$ cat src/rtl/text_pkg.sv
// Shared ASCII constants, writer states and byte classification for the UART text writer.
package text_pkg;

    localparam logic [7:0] CHR_CR    = 8'h0D;
    localparam logic [7:0] CHR_LF    = 8'h0A;
    localparam logic [7:0] CHR_BS    = 8'h08;
    localparam logic [7:0] CHR_BLANK = 8'h20;
    localparam logic [7:0] PRINT_LO  = 8'h20;
    localparam logic [7:0] PRINT_HI  = 8'h7E;

    typedef enum logic {
        ST_IDLE,
        ST_CLEAR
    } state_t;

    function automatic logic is_printable(input logic [7:0] b);
        return (b >= PRINT_LO) && (b <= PRINT_HI);
    endfunction

endpackage

$ cat src/rtl/uart_text_writer.sv
// Turns received UART bytes into character-RAM writes, tracks the cursor and
// sweeps the screen to blank on a clear strobe.
module uart_text_writer
    import text_pkg::*;
#(
    parameter int COLS  = 32,
    parameter int ROWS  = 4,
    parameter int COL_W = 5,
    parameter int ROW_W = 2
) (
    input  logic             clk,
    input  logic             reset,
    input  logic [7:0]       rx_data,
    input  logic             rx_valid,
    input  logic             clear,
    output logic             wr_en,
    output logic [ROW_W-1:0] wr_row,
    output logic [COL_W-1:0] wr_col,
    output logic [7:0]       wr_data,
    output logic [ROW_W-1:0] cur_row,
    output logic [COL_W-1:0] cur_col,
    output logic             busy,
    output logic             drop
);

    localparam logic [COL_W-1:0] LAST_COL = COL_W'(COLS - 1);
    localparam logic [ROW_W-1:0] LAST_ROW = ROW_W'(ROWS - 1);

    state_t           r_state;
    logic             r_last_cr;
    logic [ROW_W-1:0] r_cur_row;
    logic [COL_W-1:0] r_cur_col;
    logic [ROW_W-1:0] r_sw_row;
    logic [COL_W-1:0] r_sw_col;
    logic             r_wr_en;
    logic [ROW_W-1:0] r_wr_row;
    logic [COL_W-1:0] r_wr_col;
    logic [7:0]       r_wr_data;
    logic             r_busy;
    logic             r_drop;

    logic [ROW_W-1:0] w_row_inc;
    logic [ROW_W-1:0] w_adv_row;
    logic [COL_W-1:0] w_adv_col;
    logic [ROW_W-1:0] w_bk_row;
    logic [COL_W-1:0] w_bk_col;

    // Forward step, newline row and backspace step share the same wrap rules.
    always_comb begin
        w_row_inc = (r_cur_row == LAST_ROW) ? '0 : r_cur_row + ROW_W'(1);
        w_adv_col = (r_cur_col == LAST_COL) ? '0 : r_cur_col + COL_W'(1);
        w_adv_row = (r_cur_col == LAST_COL) ? w_row_inc : r_cur_row;
        w_bk_row  = r_cur_row;
        w_bk_col  = r_cur_col;
        if (r_cur_col != '0) begin
            w_bk_col = r_cur_col - COL_W'(1);
        end else if (r_cur_row != '0) begin
            w_bk_row = r_cur_row - ROW_W'(1);
            w_bk_col = LAST_COL;
        end
    end

    always_ff @(posedge clk or negedge reset) begin
        if (!reset) begin
            r_state   <= ST_IDLE;
            r_last_cr <= 1'b0;
            r_cur_row <= '0;
            r_cur_col <= '0;
            r_sw_row  <= '0;
            r_sw_col  <= '0;
            r_wr_en   <= 1'b0;
            r_wr_row  <= '0;
            r_wr_col  <= '0;
            r_wr_data <= '0;
            r_busy    <= 1'b0;
            r_drop    <= 1'b0;
        end else begin
            r_wr_en <= 1'b0;
            r_drop  <= 1'b0;
            if (clear) begin
                r_state  <= ST_CLEAR;
                r_sw_row <= '0;
                r_sw_col <= '0;
                r_busy   <= 1'b1;
                r_drop   <= rx_valid;
            end else begin
                case (r_state)
                    ST_IDLE: begin
                        if (rx_valid) begin
                            r_last_cr <= 1'b0;
                            if (is_printable(rx_data)) begin
                                r_wr_en   <= 1'b1;
                                r_wr_row  <= r_cur_row;
                                r_wr_col  <= r_cur_col;
                                r_wr_data <= rx_data;
                                r_cur_row <= w_adv_row;
                                r_cur_col <= w_adv_col;
                            end else if (rx_data == CHR_CR) begin
                                r_last_cr <= 1'b1;
                                r_cur_row <= w_row_inc;
                                r_cur_col <= '0;
                            end else if (rx_data == CHR_LF) begin
                                if (!r_last_cr) begin
                                    r_cur_row <= w_row_inc;
                                    r_cur_col <= '0;
                                end
                            end else if (rx_data == CHR_BS) begin
                                r_wr_en   <= 1'b1;
                                r_wr_row  <= w_bk_row;
                                r_wr_col  <= w_bk_col;
                                r_wr_data <= CHR_BLANK;
                                r_cur_row <= w_bk_row;
                                r_cur_col <= w_bk_col;
                            end
                        end
                    end
                    ST_CLEAR: begin
                        r_drop    <= rx_valid;
                        r_wr_en   <= 1'b1;
                        r_wr_row  <= r_sw_row;
                        r_wr_col  <= r_sw_col;
                        r_wr_data <= CHR_BLANK;
                        if (r_sw_col == LAST_COL) begin
                            r_sw_col <= '0;
                            r_sw_row <= r_sw_row + ROW_W'(1);
                        end else begin
                            r_sw_col <= r_sw_col + COL_W'(1);
                        end
                        // Cursor is committed home only together with the final blank write.
                        if ((r_sw_row == LAST_ROW) && (r_sw_col == LAST_COL)) begin
                            r_state   <= ST_IDLE;
                            r_busy    <= 1'b0;
                            r_cur_row <= '0;
                            r_cur_col <= '0;
                            r_last_cr <= 1'b0;
                        end
                    end
                    default: r_state <= ST_IDLE;
                endcase
            end
        end
    end

    assign wr_en   = r_wr_en;
    assign wr_row  = r_wr_row;
    assign wr_col  = r_wr_col;
    assign wr_data = r_wr_data;
    assign cur_row = r_cur_row;
    assign cur_col = r_cur_col;
    assign busy    = r_busy;
    assign drop    = r_drop;

endmodule

$ cat config.mk
export PLATFORM = sky130hd
export DESIGN_NAME = uart_text_writer
export DESIGN_NICKNAME = d
export VERILOG_FILES = /design/src/rtl/text_pkg.sv /design/src/rtl/uart_text_writer.sv
export SDC_FILE = /design/constraint.sdc
export NUM_CORES = 1
export LEC_CHECK = 0
export BUFFER_PORTS_ARGS = -buffer_cell sky130_fd_sc_hd__buf_4
export CORE_ASPECT_RATIO = 1.4
export CORE_MARGIN = 2
export CORE_UTILIZATION = 51
export CTS_BUF_LIST = sky130_fd_sc_hd__clkbuf_16
export CTS_CLUSTER_DIAMETER = 40
export DETAILED_ROUTE_END_ITERATION = 16
export GPL_TIMING_DRIVEN = 1
export PLACE_DENSITY_LB_ADDON = 0.05
export SLEW_MARGIN = 25
export SYNTH_ARGS = -nofsm -noshare
export SYNTH_HDL_FRONTEND = slang
export SYNTH_SLANG_ARGS = --single-unit
$ cat constraint.sdc
create_clock -name clk -period 2.8 [get_ports clk]
set_input_delay 0.14 -clock clk [delete_from_list [all_inputs] [get_ports clk]]
set_output_delay 0.14 -clock clk [all_outputs]
set_load 0.01 [all_outputs]
Yosys cells after proc, flatten, opt, wreduce, memory -nomap -nowiden --
Cells that the tools add are included.
Operators by class: add/subtract/negate cells 6, muxes and demuxes 64, order comparisons 2, equality and inequality tests 15, bitwise gates (word level) 2, reduce and logical (&&, ||, !) cells 13
Operators with widths (count):
- $mux W5 | 17
- $mux W8 | 5
- $mux W2 | 18
- $eq A8 B4 Y1 const B | 3
- $pmux W5 S2 | 2
- $mux W1 | 17
- $pmux W8 S2 | 1
- $ne A3 B3 Y1 const B | 4
- $add A5 B1 Y5 const B | 2
- $eq A5 B5 Y1 const B | 2
- $ne A5 B5 Y1 const B | 2
- $reduce_and A5 Y1 | 2
- $ge A8 B6 Y1 const B | 1
- $le A8 B7 Y1 const B | 1
- $pmux W2 S2 | 2
- $reduce_bool A2 Y1 | 4
- $reduce_and A6 Y1 | 1
- $reduce_bool A5 Y1 | 1
- $sub A5 B1 Y5 const B | 1
- $add A2 B1 Y2 const B | 2
- $eq A2 B2 Y1 const B | 2
- $pmux W1 S2 | 2
- $reduce_and A2 Y1 | 2
- $reduce_and A3 Y1 | 1
- 5 further kinds | 7
Word-level totals: input port bits 12, word-level logic and storage cells 114, flip-flop bits (word level) 34

Longest topological paths before layout --
Gate-level depths: netlist of run 1.
depth in word-level cells 9, mapped depth 10, depth with buffers taken out 8

Worst setup path before layout of run 1 --
Ideal clock, no wire load.
path type register to register, start point reg r_sw_col[0], end point reg r_cur_col[0], in the netlist cur_col[0], clock period less this slack 2.039 ns, arrival time 1.963 ns, cell stages (with the launch flop) 10, path slack 0.761 ns, setup time 0.076 ns, path through dfrtp_1 > ha_1 > and3_1 > ha_1 > clkbuf_1 > nand2_1 > a21oi_1 > o311ai_2 > or4_1 > o21ai_1
Between the ends: word-level cells in the longest chain between the ends 4
Ends and longest elaborated chain:
- start, declared | RTL line uart_text_writer.sv:34 | logic [COL_W-1:0] r_sw_col;
- start signal, assigned | RTL line uart_text_writer.sv:127 | r_sw_col <= r_sw_col + COL_W'(1);
- $eq A5 B5 Y1 | RTL line uart_text_writer.sv:130 | if ((r_sw_row == LAST_ROW) && (r_sw_col == LAST_COL)) begin
- $logic_and A1 B1 Y1 | RTL line uart_text_writer.sv:130
- $ne A2 B1 Y1 (no line)
- $reduce_and A5 Y1 (no line)
- end signal, assigned | RTL line uart_text_writer.sv:97 | r_cur_col <= w_adv_col;
- end signal, assigned | RTL line uart_text_writer.sv:113 | r_cur_col <= w_bk_col;
- end, declared | RTL line uart_text_writer.sv:32 | logic [COL_W-1:0] r_cur_col;
No other way between the ends. A chain may end at the register's enable or synchronous reset.

Worst setup path in the final report of run 1 --
Same ends and word-level chain as after synthesis.

==> results.json, run 1 <==
{
  "status": "complete, no violations",
  "cp.arrival_ns": 2.61,
  "drt-total-wl_mm": 4.97,
  "cts_tree": "built",
  "path_cells": "ha_1 -> and3_1 -> ha_1 -> nand2_1 -> a21oi_1 -> o311ai_2 -> or4_1 -> o21ai_1",
  "die_area_mm2": 0.00484,
  "finalSetupViolCount": 0,
  "synthesis.nets": 261,
  "synth_warnings": 0,
  "async_reset_ff_share_pct": 100,
  "synth_top_flop_cell": "dfrtp_1",
  "die-height_um": 81.5,
  "synthCells": 239,
  "drv_slew": 0,
  "hold_class": "in2reg",
  "p_leak_nw": 1.20,
  "fmax_mhz": 416,
  "first_pass_iters": 5,
  "drt_iter0_drc": 87,
  "ir_worst_vdd_uv": 505,
  "hold_ws_ns": 0.110,
  "gr-total-overflow": 0,
  "die_w_um": 59.4,
  "place.gp.congestion": 0.840,
  "antenna_left": 0,
  "crit_slowest_cell": "or4_1",
  "cts.clk_slew.worst_paths_ns": 0.06,
  "insertion_delay_ns": 0.28,
  "synth_common_cells": "dfrtp_1, nand2_1, a21oi_1",
  "crit_type": "reg2reg",
  "critPathMaxFanout": 12,
  "grt_use_total_pct": 22.3,
  "n_antenna_cell": 0,
  "seqCellArea_um2": 851,
  "synth.most_common_cell": "dfrtp_1",
  "synth_area_leaders": "dfrtp_1, ha_1, nand2_1",
  "fin_worst_skew_ns": 0.00438,
  "hold_viol": 0,
  "worstSetupStartpointType": "flip-flop",
  "io_buffer_count": 36,
  "rsz0062_at_grt": "no",
  "viasPerCell": 5.90,
  "grt_pass1_wl_mm": 8.28,
  "finalPower_mw": 1.43,
  "synth-seq-cells": 34,
  "cts_made_buffers": 5,
  "wire_per_inst_um": 15.7,
  "numClockSinks": 34,
  "fillers": 383,
  "setup_tns_ns": 0,
  "num_io_pins": 37,
  "nNetsFinal": 292,
  "root_buffer": "clkbuf_16",
  "grt_start_max_net_pins": 35,
  "critPathMostFrequentCell": "ha_1",
  "seq_area_frac_synth_pct": 38.9,
  "synth_top_cell_by_area": "dfrtp_1",
  "drc": 0,
  "synth_cell_types": 59,
  "slew_headroom_pct": 41.3,
  "antenna_found_initial": 0,
  "syn-cell-area_mm2": 0.00219,
  "cts.path.max_buffers": 2,
  "multi_input_area_mm2": 0.00121,
  "grt_pass1_vias": 1804,
  "synth_top_area_share_pct": 38.9,
  "tightest_slew_ns": 0.879,
  "dp_slack_ns": 0.424,
  "hpwl_mm": 3.49,
  "core_mm2": 0.00417,
  "start_util_pct": 52.5,
  "fin_crit_ns": 2.41,
  "cap_violations": 0,
  "post-route-period-util_pct": 85.9,
  "num_vias": 1864,
  "drive_above_1_share_pct": 22.5,
  "cts_htree_levels": 2,
  "cp-end-kind": "flip-flop",
  "avgSynthCellArea_um2": 9.16,
  "powerDensity_mw_per_mm2": 540,
  "cts_resized": 0,
  "crit_path_max_incr_delay_ns": 0.56,
  "worstPathRequired_ns": 3.01,
  "area_delta_synth_final_pct": 20.5,
  "fin_ws_ns": 0.394,
  "row_count": 28,
  "synth_edf_count": 0
}
==> worst paths after layout <==
| check | cells after the start | slack [ns] | endpoint | startpoint |
|---|---|---|---|---|
| hold reg to reg | 1 | 0.48 | wr_data[6] | wr_data[6] |
| setup / recovery | 8 | 0.39 | cur_col[0] | r_sw_col[0] |
| setup reg to reg | 8 | 0.39 | cur_col[0] | r_sw_col[0] |
| hold / removal | 2 | 0.11 | drop | rx_valid |
| min in group asynchronous | 2 | 0.34 | cur_row[1] | reset |
| max in group asynchronous | 2 | 2.13 | cur_col[3] | reset |
==> metrics by stage <==
stage / instance area (um2) / utilization (%) / std cells
6_report: 2640 / 63.3 / 316
5_1_grt: 2640 / 63.3 / 316
4_1_cts: 2640 / 63.3 / 316
3_5_place_dp: 2430 / 58.4 / 307
3_3_place_gp: 2430 / 58.4 / 307
2_1_floorplan: 2190 / - / 239
==> per-layer routing <==
metal,vias to the layer above,part of all wire (%),GRT usage (%)
li1,916,-,-
met1,898,46,28.0
met2,41,49,38.2
met3,9,3.1,3.31
met4,0,2.1,8.41
met5,-,0,0
==> logic make-up (layout without fill, tap and decap cells) <==
family	count (synthesis)	in the layout	share of synthesized area, %
AND/OR/NAND/NOR	85	85	21.4
AO/OA/AOI/OAI	74	74	22.2
flip-flops	34	34	38.9
buffers and inverters	23	55	5.77
adder cells (fa/ha/maj)	10	10	5.71
multiplexers	10	10	4.80
XOR/XNOR	3	3	1.20
==> state kept, by name (all words and copies together) (netlist names) <==
name and flops:
r_sw_row 2, r_last_cr 1, r_sw_col 5, wr_en 1, drop 1, busy 1
cur_col 5, wr_row 2, cur_row 2, wr_col 5, r_state 1, wr_data 8
==> layout make-up <==
cell class	count	area share, %
clock buffers	5	4.74
flip-flops and latches	34	32.2
clock inverters	3	2.61
multi-input cells	182	45.9
inverters	8	1.14
well taps	45	2.13
repair buffers	39	11.2
==> placed cells by master (no fill, tap or decap), types with 2 or more instances in the layout <==
master,instances
and2_1,3
nor3_1,6
xor2_1,2
bufinv_16,2
and3_1,2
a311oi_1,2
nand3b_1,3
ha_1,10
mux2i_1,6
o21ai_0,13
o21ai_1,14
nand3_1,6
buf_4,38
dfrtp_1,34
a22o_1,2
inv_1,7
nand2_1,33
nand2b_1,3
clkbuf_16,5
a21oi_1,22
mux2_1,3
a22oi_1,3
nor2_1,13
a211o_1,2
o31ai_2,2
a21o_1,2
or3_1,2
==> repair_timing <==
action / CTS / global route
buffers inserted: 0 / 0
hold endpoints to repair: 34 / 0
hold buffers: 1 / 0
==> where the power goes <==
| group | switching [mW] | leakage, nW | internal, mW |
|---|---|---|---|
| logic | 0.0971 | 0.664 | 0.0744 |
| registers | 0.0204 | 0.445 | 0.507 |
| clock network | 0.216 | 0.0940 | 0.511 |
==> critical path: cells and delay by family, from the launching register on <==
kind                       cells  cell delay (ns)
and+or+nand+nor                3             0.81
AOI/OAI and AO/OA              3             0.64
adders and majority gates      2             0.49
DFF                            1             0.40
Note: power is estimated with default switching activity, not from simulation.
==> run 2, diff against run 1 <==
Settings changed: SETUP_SLACK_MARGIN from default to 0.5.
==> results.json, run 2 (synthesis results as in run 1) <==
{
  "status": "complete, no violations",
  "grt_pass1_vias": 1799,
  "fmax_mhz": 453,
  "drt_iter0_drc": 74,
  "crit_slowest_cell": "dfrtp_2",
  "final_common_cell": "buf_4",
  "p_seq_share_pct": 37.0,
  "insertion_delay_ns": 0.28,
  "tightest_slew_ns": 0.822,
  "pwr-share-clk_pct": 50.4,
  "nNetsFinal": 298,
  "dr_wl_met2_mm": 2.46,
  "crit_path_start": "cur_col[0]",
  "hold_ws_ns": 0.112,
  "dr_wl_met3_um": 155,
  "pwr-share-comb_pct": 12.6,
  "numClockSinks": 34,
  "grt_use_total_pct": 22.4,
  "fin_crit_ns": 2.21,
  "hpwl_mm": 3.49,
  "viasPerCell": 5.76,
  "final_cell_mix": "buf_4, nand2_1, dfrtp_1",
  "core_mm2": 0.00417,
  "critPathMaxFanout": 7,
  "row_count": 28,
  "cp-end-kind": "flip-flop",
  "drc": 0,
  "antenna_found_initial": 0,
  "p_leak_nw": 1.23,
  "area_delta_synth_final_pct": 23.8,
  "internal_power_mw": 1.10,
  "num_io_pins": 37,
  "routed.top_layer": "met4",
  "first_pass_iters": 4,
  "crit_type": "reg2reg",
  "grt_start_max_net_pins": 35,
  "setup_tns_ns": 0,
  "drive_above_1_share_pct": 26.7,
  "p_sw_share_pct": 23.0,
  "powerDensity_mw_per_mm2": 527,
  "drt-met1-wl_mm": 2.26,
  "ir_worst_vdd_uv": 504,
  "power_switching_mw": 0.328,
  "n_antenna_cell": 0,
  "cts.clk_slew.worst_paths_ns": 0.06,
  "antenna_left": 0,
  "io_buffer_count": 36,
  "drt-total-wl_mm": 4.94,
  "place.gp.congestion": 0.840,
  "worstPathRequired_ns": 2.96,
  "die_w_um": 59.4,
  "crit_path_max_incr_delay_ns": 0.45,
  "fin_worst_skew_ns": 0.00369,
  "slew_headroom_pct": 45.2,
  "finalSetupViolCount": 0,
  "die-height_um": 81.5,
  "rr_startpoint": "cur_col[0]",
  "wire_per_inst_um": 15.3,
  "largest_register_ffs": 8,
  "drv_slew": 0,
  "root_buffer": "clkbuf_16",
  "multi_input_area_mm2": 0.00124,
  "cts_tree": "built",
  "worstHoldStart": "rx_valid",
  "post-route-period-util_pct": 78.8,
  "worstSetupStartpointType": "flip-flop",
  "cts_made_buffers": 5,
  "hold_viol": 0,
  "hold_class": "in2reg",
  "num_vias": 1854,
  "gr-total-overflow": 0,
  "cts_htree_levels": 2,
  "fillers": 375,
  "cts.path.max_buffers": 2,
  "seqCellArea_um2": 853,
  "rsz0062_at_grt": "yes",
  "cap_violations": 0,
  "path_cells": "inv_1 -> ha_2 -> nor4b_4 -> nor3_1 -> a211o_1 -> mux2i_1 -> o21ai_1 -> mux2_2",
  "start_util_pct": 52.5,
  "cp.arrival_ns": 2.37,
  "grt_pass1_wl_mm": 8.29,
  "die_area_mm2": 0.00484
}
## run 2: changes by cell type in the layout (fill, tap and decap cells not counted), sizes merged
cell,before,now
buf,38,44
## run 2: critical path, delay by kind of cell, from the launching register on
family,cells,cell delay [ns]
AOI/OAI and AO/OA,2,0.38
buffers and inverters,1,0.12
and+or+nand+nor,2,0.47
adders and majority gates,1,0.22
DFF,1,0.45
muxes,2,0.45
## run 2: cell type report
| cell class | instances | share of cell area, % |
|---|---|---|
| clock buffers | 5 | 4.62 |
| clock inverters | 3 | 2.54 |
| inverters | 8 | 1.11 |
| multi-input cells | 182 | 45.6 |
| flip-flops and latches | 34 | 31.5 |
| well taps | 45 | 2.08 |
| repair buffers | 45 | 12.6 |
## run 2: final timing paths
check | to | slack [ns] | cells past startpoint
hold / removal | drop | 0.11 | 2
max in group asynchronous | cur_col[0] | 2.12 | 2
hold reg to reg | wr_data[6] | 0.48 | 1
setup reg to reg | wr_col[3] | 0.59 | 8
setup / recovery | wr_col[3] | 0.59 | 8
min in group asynchronous | cur_row[1] | 0.35 | 2
## run 2: repair_timing
item | 4_1_cts | 5_1_grt
setup endpoints to repair | 1 | 7
hold buffers | 1 | 0
endpoints found under the hold margin | 34 | 0
pin swaps | 0 | 1
buffers inserted | 0 | 6
resized for setup | 2 | 6
## run 2: metrics by stage
stage          utilization, %  setup WS [ns]  instance area (um2)  std cells  power, mW
4_1_cts                  63.6          0.505                 2650        316       1.43
2_1_floorplan               -          0.761                 2190        239      0.639
3_3_place_gp             58.4          0.529                 2430        307      0.705
6_report                 65.0          0.594                 2710        322       1.43
5_1_grt                  65.0          0.437                 2710        322       1.48
3_5_place_dp             58.4          0.424                 2430        307      0.706
## run 2: power groups by stage
| stage | logic [mW] | registers, mW | clock network (mW) |
|---|---|---|---|
| global placement | 0.169 | 0.535 | 0 |
| CTS | 0.173 | 0.527 | 0.734 |
| global route | 0.201 | 0.530 | 0.753 |
| detailed placement | 0.171 | 0.536 | 0 |
| floorplan | 0.102 | 0.537 | 0 |
| finish | 0.180 | 0.529 | 0.720 |
## run 2: layer usage
layer	vias up	global-route usage [%]
met1	885	28.1
met5	-	0
li1	927	-
met4	0	7.27
met3	6	3.31
met2	36	38.9
